File: src/rtl/two_mode_timer.sv
// Two-mode timer core: count-up stopwatch (ModeSel=0) or preset countdown (ModeSel=1).
// A run/pause/done FSM is driven by StartStop rising edges and the Clear level.
module two_mode_timer #(
   parameter int MAX_MIN  = 99,
   parameter int SEC_WRAP = 60
) (
   input  logic       CLK_1Hz,
   input  logic       Reset,
   input  logic       ModeSel,
   input  logic [2:0] TimeControl,
   input  logic       StartStop,
   input  logic       Clear,
   output logic [7:0] MSB,
   output logic [7:0] LSB,
   output logic       Stopped,
   output logic       Expired,
   output logic [1:0] fsm_state
);

   typedef enum logic [1:0] {IDLE = 2'd0, RUN = 2'd1, PAUSE = 2'd2, DONE = 2'd3} state_t;

   localparam logic [7:0] MAX_M    = 8'(MAX_MIN);
   localparam logic [7:0] SEC_LAST = 8'(SEC_WRAP - 1);

   state_t     state, state_nx;
   logic       ss_prev, mode_prev;
   logic       start_edge, mode_chg;
   logic [7:0] preset_min, init_msb;
   logic [7:0] up_msb, up_lsb, dn_msb, dn_lsb;
   logic       term_up, term_dn, term_hit;
   logic [7:0] msb_nx, lsb_nx;
   logic       stopped_nx, expired_nx;

   assign start_edge = StartStop & ~ss_prev;
   assign mode_chg   = ModeSel ^ mode_prev;
   assign fsm_state  = state;

   // Mode B preset is TimeControl+1 minutes, clamped so it never exceeds MAX_MIN.
   assign preset_min = {5'd0, TimeControl} + 8'd1;
   assign init_msb   = ModeSel ? ((preset_min > MAX_M) ? MAX_M : preset_min) : 8'd0;

   always_comb begin
      up_msb = MSB;
      up_lsb = LSB + 8'd1;
      if (LSB == SEC_LAST) begin
         up_lsb = 8'd0;
         up_msb = MSB + 8'd1;
      end
      dn_msb = MSB;
      dn_lsb = LSB - 8'd1;
      if (LSB == 8'd0) begin
         dn_lsb = SEC_LAST;
         dn_msb = MSB - 8'd1;
      end
   end

   assign term_up  = (up_msb == MAX_M) && (up_lsb == SEC_LAST);
   assign term_dn  = (dn_msb == 8'd0) && (dn_lsb == 8'd0);
   assign term_hit = ModeSel ? term_dn : term_up;

   // State and output register; Reset loads the edge/mode history from the live inputs
   // so a level already high at release does not look like a fresh event.
   always_ff @(posedge CLK_1Hz) begin
      if (Reset) begin
         state     <= IDLE;
         MSB       <= init_msb;
         LSB       <= 8'd0;
         Stopped   <= 1'b1;
         Expired   <= 1'b0;
         ss_prev   <= StartStop;
         mode_prev <= ModeSel;
      end else begin
         state     <= state_nx;
         MSB       <= msb_nx;
         LSB       <= lsb_nx;
         Stopped   <= stopped_nx;
         Expired   <= expired_nx;
         ss_prev   <= StartStop;
         mode_prev <= ModeSel;
      end
   end

   always_comb begin
      state_nx = state;
      if (Clear || mode_chg) begin
         state_nx = IDLE;
      end else begin
         case (state)
            IDLE:    if (start_edge) state_nx = RUN;
            RUN:     if (start_edge) state_nx = PAUSE;
                     else if (term_hit) state_nx = DONE;
            PAUSE:   if (start_edge) state_nx = RUN;
            default: state_nx = state;
         endcase
      end
   end

   always_comb begin
      msb_nx     = MSB;
      lsb_nx     = LSB;
      expired_nx = 1'b0;
      if (Clear || mode_chg) begin
         msb_nx = init_msb;
         lsb_nx = 8'd0;
      end else begin
         case (state)
            IDLE: begin
               if (!start_edge) begin
                  msb_nx = init_msb;
                  lsb_nx = 8'd0;
               end
            end
            RUN: begin
               if (!start_edge) begin
                  msb_nx     = ModeSel ? dn_msb : up_msb;
                  lsb_nx     = ModeSel ? dn_lsb : up_lsb;
                  expired_nx = term_hit;
               end
            end
            default: begin
               msb_nx = MSB;
               lsb_nx = LSB;
            end
         endcase
      end
      stopped_nx = (state_nx != RUN);
   end

endmodule

File: config.mk
export PLATFORM = sky130hd
export DESIGN_NAME = two_mode_timer
export DESIGN_NICKNAME = d
export VERILOG_FILES = /design/src/rtl/two_mode_timer.sv
export SDC_FILE = /design/constraint.sdc
export NUM_CORES = 1
export LEC_CHECK = 0
export BUFFER_PORTS_ARGS = -buffer_cell sky130_fd_sc_hd__buf_2
export CAP_MARGIN = 20
export CORE_MARGIN = 2
export CORE_UTILIZATION = 60
export CTS_CLUSTER_DIAMETER = 40
export CTS_CLUSTER_SIZE = 24
export DETAILED_ROUTE_END_ITERATION = 16
export HOLD_SLACK_MARGIN = 0.06
export PLACE_DENSITY = 0.8
export SYNTH_ARGS = -nofsm -noshare
export SYNTH_HDL_FRONTEND = slang
export SYNTH_SLANG_ARGS = --single-unit
File: constraint.sdc
create_clock -name CLK_1Hz -period 5.6 [get_ports CLK_1Hz]
set_input_delay 1.12 -clock CLK_1Hz [delete_from_list [all_inputs] [get_ports CLK_1Hz]]
set_output_delay 1.12 -clock CLK_1Hz [all_outputs]
set_load 0.01 [all_outputs]
Word-level counts from Yosys, hierarchy flattened
Index checks and enable logic that the tools add are counted.
Cells by class
  multiplexer cells: 22
  order comparisons: 1
  reductions and logical operators: 14
  divide/modulo/power cells: 0
  shift-type cells: 0
  equality and inequality tests: 10
  multipliers: 0
  bitwise logic cells: 4
  $add $sub $neg: 5
Operators by type and width (number)
  $mux 8: 12
  $pmux 8 s2: 2
  $logic_not 8->1: 3
  $add 8x1->8 const B: 2
  $eq 8x6->1 const B: 2
  $sub 8x1->8 const B: 2
  $mux 7: 2
  $eq 8x7->1 const B: 1
  $mux 2: 4
  $ne 4x4->1 const B: 2
  $gt 4x7->1 const B: 1
  $reduce_and 3->1: 2
  $add 3x1->4 const B: 1
  $ne 2x2->1 const B: 2
  $pmux 2 s2: 1
  $reduce_bool 4->1: 1
  $reduce_or 2->1: 2
  $reduce_or 4->1: 1
  $eq 2x1->1 const B: 1
  $eq 2x2->1 const B: 1
  $logic_and 1x1->1: 2
  $logic_not 2->1: 1
  $ne 2x1->1 const B: 1
  $not 1->1: 2
  other kinds (5): 5
Word-level totals
  bits in latches: 0
  memory bits (writable): 0
  word-level logic and storage cells: 63
  memories kept: 0
  flip-flop bits (word level): 22
  input port bits: 8
  memory bits (read-only): 0
  output and inout port bits: 20

Longest topological paths before layout
  word-level depth: 10
  mapped depth: 9
  gate-level depth less buffers: 8

Worst setup path after synthesis
OpenSTA, ideal clock, no wires.
  path type: input -> register
  start point: input port ModeSel
  end point: register LSB[2]
  required time: 5.541 ns
  path slack: 2.837 ns
  data arrival time: 2.704 ns
  stages: 8
  cells stage by stage: clkbuf_1 -> xor2_1 -> or4b_1 -> clkbuf_1 -> nand2b_1 -> buf_2 -> o31ai_1 -> a22o_1
On the way
  longest elaborated chain between the ends: 3
  elaborated cells between the ends (all ways): 6
  those cells by class: mux (3); bitwise (1); reduce/logical (2)
RTL lines
  start: declaration: line 9  | input logic ModeSel,
  $mux 8 / $xor 1x1->1 (equally long branches): line 116, 35
  $mux 8 / $logic_or 1x1->1 (equally long branches): line 114, 102
  $pmux 8 s2 / $reduce_or 2->1 (equally long branches)
  end signal: assignment: line 75  | LSB <= lsb_nx;
  end: declaration: line 14  | output logic [7:0] LSB,
Several ways; a longest one is shown, not always the timed one. The select of a mux whose other input is x is not followed.
A chain may end at the register's enable or synchronous reset.

Worst setup path in the final report
Same ends and word-level chain as after synthesis.

==> metrics.md <==
| Metric | Value |
|---|---|
| HP Class | `reg2reg` |
| CTS tree | `done` |
| Number of port buffers | `27` |
| Ys Warns | `0` |
| Yosys top cell area share | `15.2%` |
| Post-DP HPWL | `3.29 mm` |
| Global-route wire length before repair | `7.36 mm` |
| Avg Vias per Cell | `6.32` |
| Vias in the first global route | `1,565` |
| Row count | `20` |
| Most frequent cells in the layout | `buf_2 (27), nor2_1 (25), nand2_1 (18)` |
| Final estimated routing congestion in global placement | `0.832` |
| Post-synthesis sequential area ratio | `28.1%` |
| Status | `completed` |
| Area Overhead vs Synth | `6.36%` |
| Arrival @ worst endpoint | `3.37 ns` |
| Total Nets Final | `264` |
| Hold_buf cts | `0` |
| Area leader, netlist | `dfxtp_1` |
| Hold Slack | `0.564 ns` |
| Syn_area_per_cell | `7.87 sq um` |
| Antenna Diode Count | `0` |
| Router iterations before antenna repair | `4` |
| Cell Pwr Density | `159 nW/um^2` |
| Worst slew margin | `59.9%` |
| Skew-Pair Late Insertion Delay | `0.33 ns` |
| Via count | `1,777` |
| Post-synthesis cell count | `235` |
| Hold Violations, Final | `0` |
| Cell Area, Synth | `1850 sq um` |
| Number of synthesized register bits | `22` |
| Max cap viols | `0` |
| RSZ-0062 raised after global routing | `no` |
| Clock sink count | `22` |
| Worst Path Required | `5.87 ns` |
| Critical path type | `in2reg` |
| Worst reg-to-reg setup slack | `2.92 ns` |
| Leak | `0.786 nW` |
| # resized after CTS | `0` |
| Commonest non-fill, non-tap cell in the layout | `buf_2` |
| Clk buf depth | `2` |
| Post-route clock period utilization | `55.2%` |
| Tmin final | `3.09 ns` |
| Root Driver | `clkbuf_4` |
| Worst Path Max Fanout | `36` |
| CTS clock-pin slew for the worst setup and hold paths | `0.13 ns` |
| Setup crit end | `LSB[2]$_SDFFE_PP0P_` |
| Distinct cells, synth | `62` |
| Layout cells sized above 1 | `16.1%` |
| Final slew viol count | `0` |
| Post-CTS setup buffer count | `0` |
| Num CTS Buffers | `3` |
| Die Height | `59.5 um` |
| Drt drc | `0` |
| Final ANT Viol Nets | `0` |
| Syn nets | `250` |
| Die area | `3540 sq um` |
| Clock skew | `0.00901 ns` |
| Worst Max-Slew Pin Slew | `0.597 ns` |
| Setup_tns | `0 ns` |
| I/O pin count | `28` |
| Per-cell routed wire length | `15.9 um` |
| Reg-to-reg critical path startpoint | `LSB[0]$_SDFFE_PP0P_` |
| Post-synth EDFFs | `8` |
| Critical R2R Capture | `MSB[7]$_SDFFCE_PP0P_` |
| H-Tree Depth | `1` |
| Setup violations, final | `0` |
| CP Launch Type | `primary input` |
| Fmax | `0.323 GHz` |
| Total grt overflow | `0` |
| Pin count of the biggest net entering global routing | `37` |
| CP endpoint kind | `register` |
| Iter 0 DRT Violations | `125` |
| Final Routed Wirelength | `4.47 mm` |
| Fraction of registers with async set/reset | `0%` |
| Die Span X | `59.5 um` |
| CORE AREA | `3000 sq um` |
| Global-route usage over all layers | `27.1%` |
| VDD IR-drop max | `148 uV` |
| Ranking of synthesized cells by area | `dfxtp_1 (15%), edfxtp_1 (13%), xnor2_1 (5.2%)` |
| Dominant synthesized flop cell | `dfxtp_1` |
| Reg2Reg Depth | `7` |
| Setup crit start | `ModeSel` |
| Initial core utilization | `61.6%` |
| Initial antenna violation count | `0` |
cells in the mapped netlist, types with 4 or more instances:
library cell  instances
o21ai_0              14
clkbuf_1              8
nand4_1               7
a21oi_1               8
nand3_1               6
ha_1                  7
inv_1                12
nand2b_1              4
buf_2                 5
xor2_1                6
nor3_1               11
nand2_1              18
edfxtp_1              8
nor2_1               25
nor4_1                4
o31ai_1               5
dfxtp_1              14
xnor2_1              11
mux2i_1               4
area by class of cell:
class | instances | area, sq um
timing repair buffer | 27 | 135
tap | 33 | 41.3
sequential | 22 | 520
multi-input combinational | 183 | 1200
fill | 272 | 1040
clock buffer | 4 | 26.3
inverter | 12 | 45.0
worst max-delay path: stages:
cell      delay [ns]
buf_2           0.47
xor2_1          0.14
or4b_1          0.76
nand2b_1        0.42
o31ai_1         0.31
a22o_1          0.16
kinds of logic (layout without fill, tap and decap cells):
logic type | count (synthesis) | in the layout | share of synthesized area, %
and+or+nand+nor | 103 | 103 | 30.8
AOI/OAI and AO/OA | 52 | 52 | 19.1
buffers and inverters | 30 | 43 | 7.04
DFF | 22 | 22 | 28.1
xor gates and xnor gates | 17 | 17 | 8.05
adders and majority gates | 7 | 7 | 4.74
muxes | 4 | 4 | 2.17
state kept, by name, indices dropped and copies added (netlist names):
| signal | flops |
|---|---|
| Stopped | 1 |
| LSB | 8 |
| MSB | 8 |
| Expired | 1 |
| fsm_state | 2 |
| mode_prev | 1 |
| ss_prev | 1 |
worst min path at each step:
stage	from	end	slack (ns)	cells past startpoint
floorplan	ss_prev$_DFF_P_	fsm_state[0]$_SDFF_PP0_	0.54	3
global placement	fsm_state[1]$_SDFF_PP0_	fsm_state[1]$_SDFF_PP0_	0.53	2
detailed placement	fsm_state[1]$_SDFF_PP0_	fsm_state[1]$_SDFF_PP0_	0.54	2
CTS	fsm_state[1]$_SDFF_PP0_	fsm_state[1]$_SDFF_PP0_	0.56	2
global route	fsm_state[0]$_SDFF_PP0_	fsm_state[0]$_SDFF_PP0_	0.59	2
finish	fsm_state[0]$_SDFF_PP0_	fsm_state[0]$_SDFF_PP0_	0.56	2
report_power, final:
part	total [mW]	internal [mW]	leakage, nW	switching [mW]
sequential	0.177	0.170	0.209	0.00738
combinational	0.0547	0.0245	0.562	0.0302
clock	0.0815	0.0280	0.0150	0.0535
total	0.313	0.222	0.786	0.0911
per-layer routing:
layer / routed length (um) / GRT usage (%) / up-vias / part of all wire [%]
met4: 65 / 9.52 / 0 / 1.5
met5: 0 / 0 / - / 0
met3: 327 / 3.06 / 7 / 7.3
li1: - / - / 879 / -
met2: 2030 / 40.2 / 78 / 45
met1: 2050 / 40.6 / 813 / 46
per-stage QoR:
step / power [mW] / area, sq um / instances / utilization, % / setup slack (ns)
global route: 0.326 / 1970 / 281 / 65.5 / 2.28
floorplan: 0.221 / 1850 / 235 / - / 2.84
CTS: 0.313 / 1970 / 281 / 65.5 / 2.54
detailed placement: 0.235 / 1940 / 277 / 64.6 / 2.21
global placement: 0.234 / 1940 / 277 / 64.6 / 2.27
finish: 0.313 / 1970 / 281 / 65.5 / 2.51
Note: power is estimated with default switching activity, not from simulation.
